File: config.mk
export PLATFORM = sky130hd
export DESIGN_NAME = regfile_mp_flat
export DESIGN_NICKNAME = d
export VERILOG_FILES = /design/src/rtl/regfile_pkg.sv /design/src/rtl/regfile_mp_if.sv /design/src/rtl/regfile_rd_port.sv /design/src/rtl/regfile_mp.sv /design/src/flat_wrapper.sv
export SDC_FILE = /design/constraint.sdc
export NUM_CORES = 2
export LEC_CHECK = 0
export ABC_AREA = 1
export CAP_MARGIN = 20
export CELL_PAD_IN_SITES_DETAIL_PLACEMENT = 1
export CELL_PAD_IN_SITES_GLOBAL_PLACEMENT = 2
export CORE_MARGIN = 2
export CORE_UTILIZATION = 38
export CTS_CLUSTER_DIAMETER = 150
export DETAILED_ROUTE_END_ITERATION = 10
export PLACE_DENSITY_LB_ADDON = 0.05
export SYNTH_ARGS = -nofsm -noshare
export SYNTH_HDL_FRONTEND = slang
export SYNTH_SLANG_ARGS = --single-unit
File: constraint.sdc
create_clock -name clk -period 108.7 [get_ports clk]
set_clock_uncertainty 0.15 [all_clocks]
set_input_delay 32.61 -clock clk [delete_from_list [all_inputs] [get_ports clk]]
set_output_delay 32.61 -clock clk [all_outputs]
set_load 0.01 [all_outputs]
File: src/rtl/regfile_pkg.sv
// Shared constants, word type and address-range helper for the multi-port register file.
package regfile_pkg;

    localparam int REGFILE_WIDTH  = 32;
    localparam int REGFILE_DEPTH  = 32;
    localparam int REGFILE_NUM_RD = 2;

    typedef logic [REGFILE_WIDTH-1:0] regfile_word_t;

    // Entry 0 is hardwired to zero, so only 1..depth-1 are real storage.
    function automatic logic regfile_addr_ok(input logic [31:0] addr, input int unsigned depth);
        return (addr != 32'd0) && (addr < depth);
    endfunction

endpackage

File: src/rtl/regfile_mp_if.sv
// Bus between decode/writeback and the register file: write port, packed read ports, debug read.
interface regfile_mp_if
    import regfile_pkg::*;
#(
    parameter int WIDTH  = REGFILE_WIDTH,
    parameter int DEPTH  = REGFILE_DEPTH,
    parameter int NUM_RD = REGFILE_NUM_RD
);
    localparam int AW = $clog2(DEPTH);

    logic                    wr_en;
    logic [AW-1:0]           wr_addr;
    logic [WIDTH-1:0]        wr_data;
    logic [NUM_RD-1:0]       rd_en;
    logic [NUM_RD*AW-1:0]    rd_addr;
    logic [NUM_RD*WIDTH-1:0] rd_data;
    logic [NUM_RD-1:0]       rd_valid;
    logic [AW-1:0]           dbg_addr;
    logic [WIDTH-1:0]        dbg_data;

    modport master (
        output wr_en, wr_addr, wr_data, rd_en, rd_addr, dbg_addr,
        input  rd_data, rd_valid, dbg_data
    );

    modport slave (
        input  wr_en, wr_addr, wr_data, rd_en, rd_addr, dbg_addr,
        output rd_data, rd_valid, dbg_data
    );

endinterface

File: src/rtl/regfile_rd_port.sv
// One registered read port: address decode with zero/out-of-range masking and optional
// write-to-read forwarding (REGFILE_BYPASS_EN).
module regfile_rd_port
    import regfile_pkg::*;
#(
    parameter int WIDTH = REGFILE_WIDTH,
    parameter int DEPTH = REGFILE_DEPTH,
    parameter int AW    = $clog2(DEPTH)
) (
    input  logic                   clk,
    input  logic                   rst,
    input  logic [DEPTH*WIDTH-1:0] mem_i,
    input  logic                   rd_en_i,
    input  logic [AW-1:0]          rd_addr_i,
    input  logic                   wr_en_i,
    input  logic [AW-1:0]          wr_addr_i,
    input  logic [WIDTH-1:0]       wr_data_i,
    output logic [WIDTH-1:0]       rd_data_o,
    output logic                   rd_valid_o
);

    logic [WIDTH-1:0] entry_sel;
    logic [WIDTH-1:0] rd_data_d;
    logic [WIDTH-1:0] rd_data_q;
    logic             rd_valid_q;

    always_comb begin
        entry_sel = '0;
        if (regfile_addr_ok(32'(rd_addr_i), DEPTH)) begin
            for (int e = 0; e < DEPTH; e++) begin
                if (rd_addr_i == AW'(e)) begin
                    entry_sel = mem_i[e*WIDTH +: WIDTH];
                end
            end
        end
    end

`ifdef REGFILE_BYPASS_EN
    // Forward the value being written this edge so the read sees the new data.
    always_comb begin
        rd_data_d = entry_sel;
        if (wr_en_i && (wr_addr_i == rd_addr_i) && regfile_addr_ok(32'(wr_addr_i), DEPTH)) begin
            rd_data_d = wr_data_i;
        end
    end
`else
    logic unused_wr;
    assign unused_wr = ^{wr_en_i, wr_addr_i, wr_data_i};
    assign rd_data_d = entry_sel;
`endif

    always_ff @(posedge clk or posedge rst) begin
        if (rst) begin
            rd_data_q  <= '0;
            rd_valid_q <= 1'b0;
        end else begin
            rd_valid_q <= rd_en_i;
            if (rd_en_i) begin
                rd_data_q <= rd_data_d;
            end
        end
    end

    assign rd_data_o  = rd_data_q;
    assign rd_valid_o = rd_valid_q;

endmodule

File: src/rtl/regfile_mp.sv
// Multi-port register file: storage, write logic, debug read and NUM_RD read ports.
// Optional write-to-read forwarding is enabled by defining REGFILE_BYPASS_EN.
module regfile_mp
    import regfile_pkg::*;
#(
    parameter int WIDTH  = REGFILE_WIDTH,
    parameter int DEPTH  = REGFILE_DEPTH,
    parameter int NUM_RD = REGFILE_NUM_RD
) (
    input  logic         clk,
    input  logic         rst,
    regfile_mp_if.slave  bus
);

    localparam int AW = $clog2(DEPTH);

    logic [DEPTH*WIDTH-1:0]  mem_flat;
    logic                    wr_ok;
    logic [WIDTH-1:0]        dbg_sel;
    logic [NUM_RD*WIDTH-1:0] rd_data_w;
    logic [NUM_RD-1:0]       rd_valid_w;

    assign wr_ok = bus.wr_en && regfile_addr_ok(32'(bus.wr_addr), DEPTH);

    generate
        for (genvar gi = 0; gi < DEPTH; gi++) begin : g_entry
            if (gi == 0) begin : g_zero
                assign mem_flat[WIDTH-1:0] = '0;
            end else begin : g_reg
                logic [WIDTH-1:0] entry_q;
                logic             wr_hit;

                assign wr_hit = wr_ok && (bus.wr_addr == AW'(gi));

                always_ff @(posedge clk or posedge rst) begin
                    if (rst) begin
                        entry_q <= '0;
                    end else if (wr_hit) begin
                        entry_q <= bus.wr_data;
                    end
                end

                assign mem_flat[gi*WIDTH +: WIDTH] = entry_q;
            end
        end
    endgenerate

    // Debug view reads the stored array only, so it never shows forwarded data.
    always_comb begin
        dbg_sel = '0;
        if (regfile_addr_ok(32'(bus.dbg_addr), DEPTH)) begin
            for (int e = 0; e < DEPTH; e++) begin
                if (bus.dbg_addr == AW'(e)) begin
                    dbg_sel = mem_flat[e*WIDTH +: WIDTH];
                end
            end
        end
    end

    assign bus.dbg_data = dbg_sel;

    generate
        for (genvar gi = 0; gi < NUM_RD; gi++) begin : g_rd
            regfile_rd_port #(
                .WIDTH (WIDTH),
                .DEPTH (DEPTH),
                .AW    (AW)
            ) u_rd_port (
                .clk        (clk),
                .rst        (rst),
                .mem_i      (mem_flat),
                .rd_en_i    (bus.rd_en[gi]),
                .rd_addr_i  (bus.rd_addr[gi*AW +: AW]),
                .wr_en_i    (bus.wr_en),
                .wr_addr_i  (bus.wr_addr),
                .wr_data_i  (bus.wr_data),
                .rd_data_o  (rd_data_w[gi*WIDTH +: WIDTH]),
                .rd_valid_o (rd_valid_w[gi])
            );
        end
    endgenerate

    assign bus.rd_data  = rd_data_w;
    assign bus.rd_valid = rd_valid_w;

endmodule

File: src/flat_wrapper.sv
// flat-port wrapper written by rule: the top's interface ports become plain ports
module regfile_mp_flat import regfile_pkg::*;
#(
    parameter int WIDTH  = REGFILE_WIDTH,
    parameter int DEPTH  = REGFILE_DEPTH,
    parameter int NUM_RD = REGFILE_NUM_RD
)
  (clk, rst, bus_wr_en, bus_wr_addr, bus_wr_data, bus_rd_en, bus_rd_addr, bus_dbg_addr, bus_rd_data, bus_rd_valid, bus_dbg_data);
  regfile_mp_if #(.WIDTH(WIDTH), .DEPTH(DEPTH), .NUM_RD(NUM_RD)) bus_i ();
  input  logic clk;
  input  logic rst;
  input wire logic [$bits(bus_i.wr_en)-1:0] bus_wr_en;
  input wire logic [$bits(bus_i.wr_addr)-1:0] bus_wr_addr;
  input wire logic [$bits(bus_i.wr_data)-1:0] bus_wr_data;
  input wire logic [$bits(bus_i.rd_en)-1:0] bus_rd_en;
  input wire logic [$bits(bus_i.rd_addr)-1:0] bus_rd_addr;
  input wire logic [$bits(bus_i.dbg_addr)-1:0] bus_dbg_addr;
  output wire logic [$bits(bus_i.rd_data)-1:0] bus_rd_data;
  output wire logic [$bits(bus_i.rd_valid)-1:0] bus_rd_valid;
  output wire logic [$bits(bus_i.dbg_data)-1:0] bus_dbg_data;
  assign bus_i.wr_en = bus_wr_en;
  assign bus_i.wr_addr = bus_wr_addr;
  assign bus_i.wr_data = bus_wr_data;
  assign bus_i.rd_en = bus_rd_en;
  assign bus_i.rd_addr = bus_rd_addr;
  assign bus_i.dbg_addr = bus_dbg_addr;
  assign bus_rd_data = bus_i.rd_data;
  assign bus_rd_valid = bus_i.rd_valid;
  assign bus_dbg_data = bus_i.dbg_data;
  regfile_mp #(.WIDTH(WIDTH), .DEPTH(DEPTH), .NUM_RD(NUM_RD)) u_core (.clk(clk), .rst(rst), .bus(bus_i));
endmodule
; Yosys cells after proc, flatten, opt, wreduce, memory -nomap -nowiden
; Index checks and enable logic that the tools add are counted.
[totals]
register_bits = 1058
inputBits = 57
output_inout_bits = 98
wordCells = 291
[op_classes]
n_eq_ne = 124
mux = 96
reduce_logical = 36
[op_table]
columns = op, n
row1 = 32-bit 2-to-1 mux, 96
row2 = 5-bit == test (second input constant), 64
row3 = 5-bit by 4-bit == test with 1-bit output (second input constant), 32
row4 = 5-bit by 3-bit == test with 1-bit output (second input constant), 16
row5 = 5-bit by 2-bit == test with 1-bit output (second input constant), 8
row6 = 1-bit logical AND, 32
row7 = 5-bit by 1-bit == test with 1-bit output (second input constant), 4
row8 = 5-bit nonzero test, 4

; Logic depth before layout (Yosys ltp)
[depth]
depth_word = 33
mapped_depth = 25

; Modules after synthesis
; Synthesis repeated with hierarchy kept, for this count alone.
[hier_totals]
hier_cells = 9685
hier_area_um2 = 63412.1
[modules_own_cells]
columns = module, instances, cells_each, area_per_inst_um2, seq_area_each_um2
row1 = regfile_mp, 1, 5371, 43688.2, 24823.8
row2 = regfile_rd_port, 2, 2157, 9862.0, 825.8

; Worst setup path after synthesis
; Ideal clock, no wire load.
[synth_path]
kind = input port to output port
start = input port bus_dbg_addr[2]
end = output port bus_dbg_data[10]
t_arrival_ps = 34502
required_ps = 75940
path_slack_ps = 41438
cell_stages = 22
path_buffers = 1
cell_sequence = nor2_1 > nand2_1 > nor2_1 > clkbuf_1 > nand2_1 > nand2_1 > nor2_1 > nand4_1 > o21ai_0 > nand4_1 > nand2_1 > nand3_1 > nand2_1 > nand3_1 > nand2_1 > nand4_1 > nor2_1 > nand4_1 > nor2_1 > nand4_1 > nand2_1 > a21oi_1
[synth_between]
elab_chain_len = 33
elab_cells_between_ends = 64
[synth_rtl]
columns = element, line_no
row1 = "start, declared", flat_wrapper.sv:17  ; input wire logic [$bits(bus_i.dbg_addr)-1:0] bus_dbg_addr;
row2 = 5-bit by 1-bit == test with 1-bit output, regfile_mp.sv:53  ; if (bus.dbg_addr == AW'(e)) begin
row3 = 32-bit 2-to-1 mux (31 in series), regfile_mp.sv:53
row4 = 32-bit 2-to-1 mux *, regfile_mp.sv:51  ; if (regfile_addr_ok(32'(bus.dbg_addr), DEPTH)) begin
row5 = "end, declared", flat_wrapper.sv:20  ; output wire logic [$bits(bus_i.dbg_data)-1:0] bus_dbg_data;
; Every way passes the cells marked *; elsewhere a longest branch is shown, timed or not.

; Worst setup path in the final report
[layout_path]
start = input port bus_dbg_addr[4]
end = output port bus_dbg_data[6]
; Same word-level chain as after synthesis.

==> impl_metrics.yaml <==
sta:
  drv_slew: 0
  fin_setup_tns_ns: 0
  finalCritPeriodShare: 0.651
  grt_setup_unrepaired: "no"
  timing.slew.headroom: 0.232
  fin_crit_ns: 70.78
  finalSetupViolations: 0
  worstMarginPinSlew_ns: 1.15
  hold_violations: 0
  holdWs_ns: 0.334
  fmax_mhz: 14.1
routing:
  wire_per_inst_um: 29.3
  antenna_left: 0
  num_vias: 68200
  vias_per_cell: 5.90
  drt_iter0_drc: 7559
  drc_errors: 0
  drt-total-wl_um: 339000
  dr.pass1.iters: 6
global_routing:
  grt_pass1_vias: 67600
  grt_pass1_wl_um: 487000
  grt_usage: 0.401
  overflow: 0
  busiest_layer: "met2"
  grt_use_met3: 0.0687
  antenna_found_initial: 20
  grt_util_met2: 0.614
  grt_max_degree: 149
  gr-usage-met1: 0.524
cts:
  clkTransAtPathRegs_ns: 0.05
  h-tree-depth: 4
  cts_buffer_depth: 3
  hold_buffers: 0
  cts_setup_buffers: 0
  cts_tree: "done"
  cts_resized: 0
  clock_sinks: 1058
  clk_latency_ns: 0.81
  root_buffer: "clkbuf_16"
  numCtsBuffers: 137
synthesis:
  ys_types: 32
  yosys_warnings: 0
  synthArstFlopShare: 1.00
  synth_area_per_cell_sq_um: 6.57
  synth_cells: 9403
  synth_top_flop_cell: "dfrtp_1"
  synth-edff-count: 0
  syn_nets: 9460
  netlist_area_sq_um: 61800
  ys_ff_latch: 1058
  yosysSeqAreaShare: 0.429
placed_design:
  placed_area_sq_um: 65600
  gp_congestion: 0.973
  dp_hpwl_um: 226000
  port_buffers: 154
  placed_cells: 11300
die:
  die_x_um: 407
  die_y_um: 407
  pin_count: 155
  initial_utilization: 0.384
  dieArea_sq_um: 166000
  num_rows: 147
  core_sq_um: 161000
worst_setup_path:
  setup.worst_path.end: "bus_dbg_data[6]"
  crit_type: "primary input to output pin"
  rr_worst_depth: 18
  worstSetupStartpointType: "primary input"
  worstPathMaxFanout: 25
  cp-end-kind: "output pin"
  startpoint: "bus_dbg_addr[4]"
  arrival_ns: 38.02
  r2r_start: "u_core.g_entry[1].g_reg.entry_q[6]"
  required_ns: 75.94
  rrSetupSlack_ns: 104.79
  r2r_end: "u_core.g_rd[0].u_rd_port.rd_data_o[6]"
final_layout:
  syn_to_final_growth_pct: 13.6
  fillers: 20600
  final_common_cell: "nand2_1"
  final_nets: 9333
  mostFrequentLayoutCells: "3667 x nand2_1, 1128 x o21ai_0, 1058 x dfrtp_1"
  layout-drive-gt1-share: 0.0646
  instances_no_fill: 11600
  design_area_sq_um: 70200
power:
  combPwrFrac: 0.173
  p_clk_frac: 0.384
  powerDensity_nw_per_um2: 17.6
  seqPwrFrac: 0.443
  p_sw_frac: 0.340
  internal_power_w: 0.000817
  ir_worst_vdd_v: 0.0000178
  power_leakage_nw: 31.7
  switching_power_w: 0.000421
run_status:
  status: "finished clean"
job:
  max_cap_viol_count: 0
min_path:
  hold_class: "flip-flop to flip-flop"
cell usage after synthesis, types with 11 or more instances:
library cell     n  area (sq um)
a21oi_1        234          1170
buf_1           13          48.8
buf_2           35           175
buf_4           12          90.1
clkbuf_1       549          2060
dfrtp_1       1058         26500
inv_1          743          2790
inv_2           11          41.3
nand2_1       3703         13900
nand3_1        194           971
nand4_1        610          3820
nor2_1         960          3600
nor3_1          12          60.1
o21a_1          23           173
o21ai_0       1128          5650
or2_2           81           507
final cells by class:
class,instances,area (sq um),share of cell area
multi-input cells,6975,30500,0.434
flip-flops and latches,1058,26500,0.377
clock buffers,203,4080,0.0582
repair buffers,343,3060,0.0436
inverters,761,2860,0.0408
well taps,2160,2700,0.0385
clock inverters,42,502,0.00715
diodes,11,27.5,0.000392
how the worst min path moves through the flow:
stage,startpoint,endpoint,slack (ns),cells after the start
after CTS,u_core.g_entry[30].g_reg.entry_q[14],u_core.g_entry[30].g_reg.entry_q[14],0.34,2
after detailed placement,u_core.g_rd[0].u_rd_port.rd_data_o[5],u_core.g_rd[0].u_rd_port.rd_data_o[5],0.32,2
final,u_core.g_entry[30].g_reg.entry_q[7],u_core.g_entry[30].g_reg.entry_q[7],0.33,2
after global routing,u_core.g_rd[1].u_rd_port.rd_data_o[2],u_core.g_rd[1].u_rd_port.rd_data_o[2],0.35,2
after global placement,u_core.g_entry[30].g_reg.entry_q[5],u_core.g_entry[30].g_reg.entry_q[5],0.32,2
after floorplan,u_core.g_entry[11].g_reg.entry_q[10],u_core.g_entry[11].g_reg.entry_q[10],0.30,2
state kept, by name (all words and copies together), names as in the netlist:
name and flops:
u_core.g_rd.u_rd_port.rd_valid_o 2, u_core.g_rd.u_rd_port.rd_data_o 64, u_core.g_entry.g_reg.entry_q 992
per-stage QoR:
step           total power (W)  worst slack, ns   util
2_1_floorplan         0.000648            41.44      -
3_3_place_gp          0.000751            38.12  0.407
3_5_place_dp          0.000760            38.12  0.407
4_1_cts                0.00124            38.10  0.436
5_1_grt                0.00129            37.82  0.436
6_report               0.00124            37.92  0.436
layer usage:
| metal | vias to the layer above | part of all wire |
|---|---|---|
| met5 | - | 0.00010 |
| met4 | 6 | 0.072 |
| met3 | 949 | 0.080 |
| met2 | 3124 | 0.44 |
| met1 | 34400 | 0.41 |
| li1 | 29700 | - |
power by group through the flow:
stage	clock, W	sequential (W)	combinational [W]
after global placement	0	0.000548	0.000203
after CTS	0.000481	0.000544	0.000212
after floorplan	0	0.000527	0.000121
after detailed placement	0	0.000549	0.000211
after global routing	0.000493	0.000556	0.000237
final	0.000476	0.000548	0.000214
worst max-delay path, stage by stage:
cell and delay (ns):
clkdlybuf4s50_1 0.46, buf_4 0.32, inv_2 0.27, nand2_1 0.77, inv_2 0.58, nand2_1 0.18
nand4_1 0.14, nor2_1 0.52, nand4_1 0.30, nor2_1 0.22, nand4_1 0.15, nand2_1 0.09
nand4_1 0.08, nand2_1 0.07, nand4_1 0.25, nor2_1 0.20, nand4_1 0.15, nand2_1 0.09
inv_1 0.05, clkdlybuf4s50_1 0.47
logic make-up (layout without fill, tap and decap cells):
group	after synthesis	after routing	share of synthesized area
simple gates	5583	5583	0.373
compound gates	1392	1392	0.114
buf+inv	1370	1349	0.0847
flops	1058	1058	0.429
other cells	0	11	0
No activity file was read; power rests on OpenSTA's default activity.
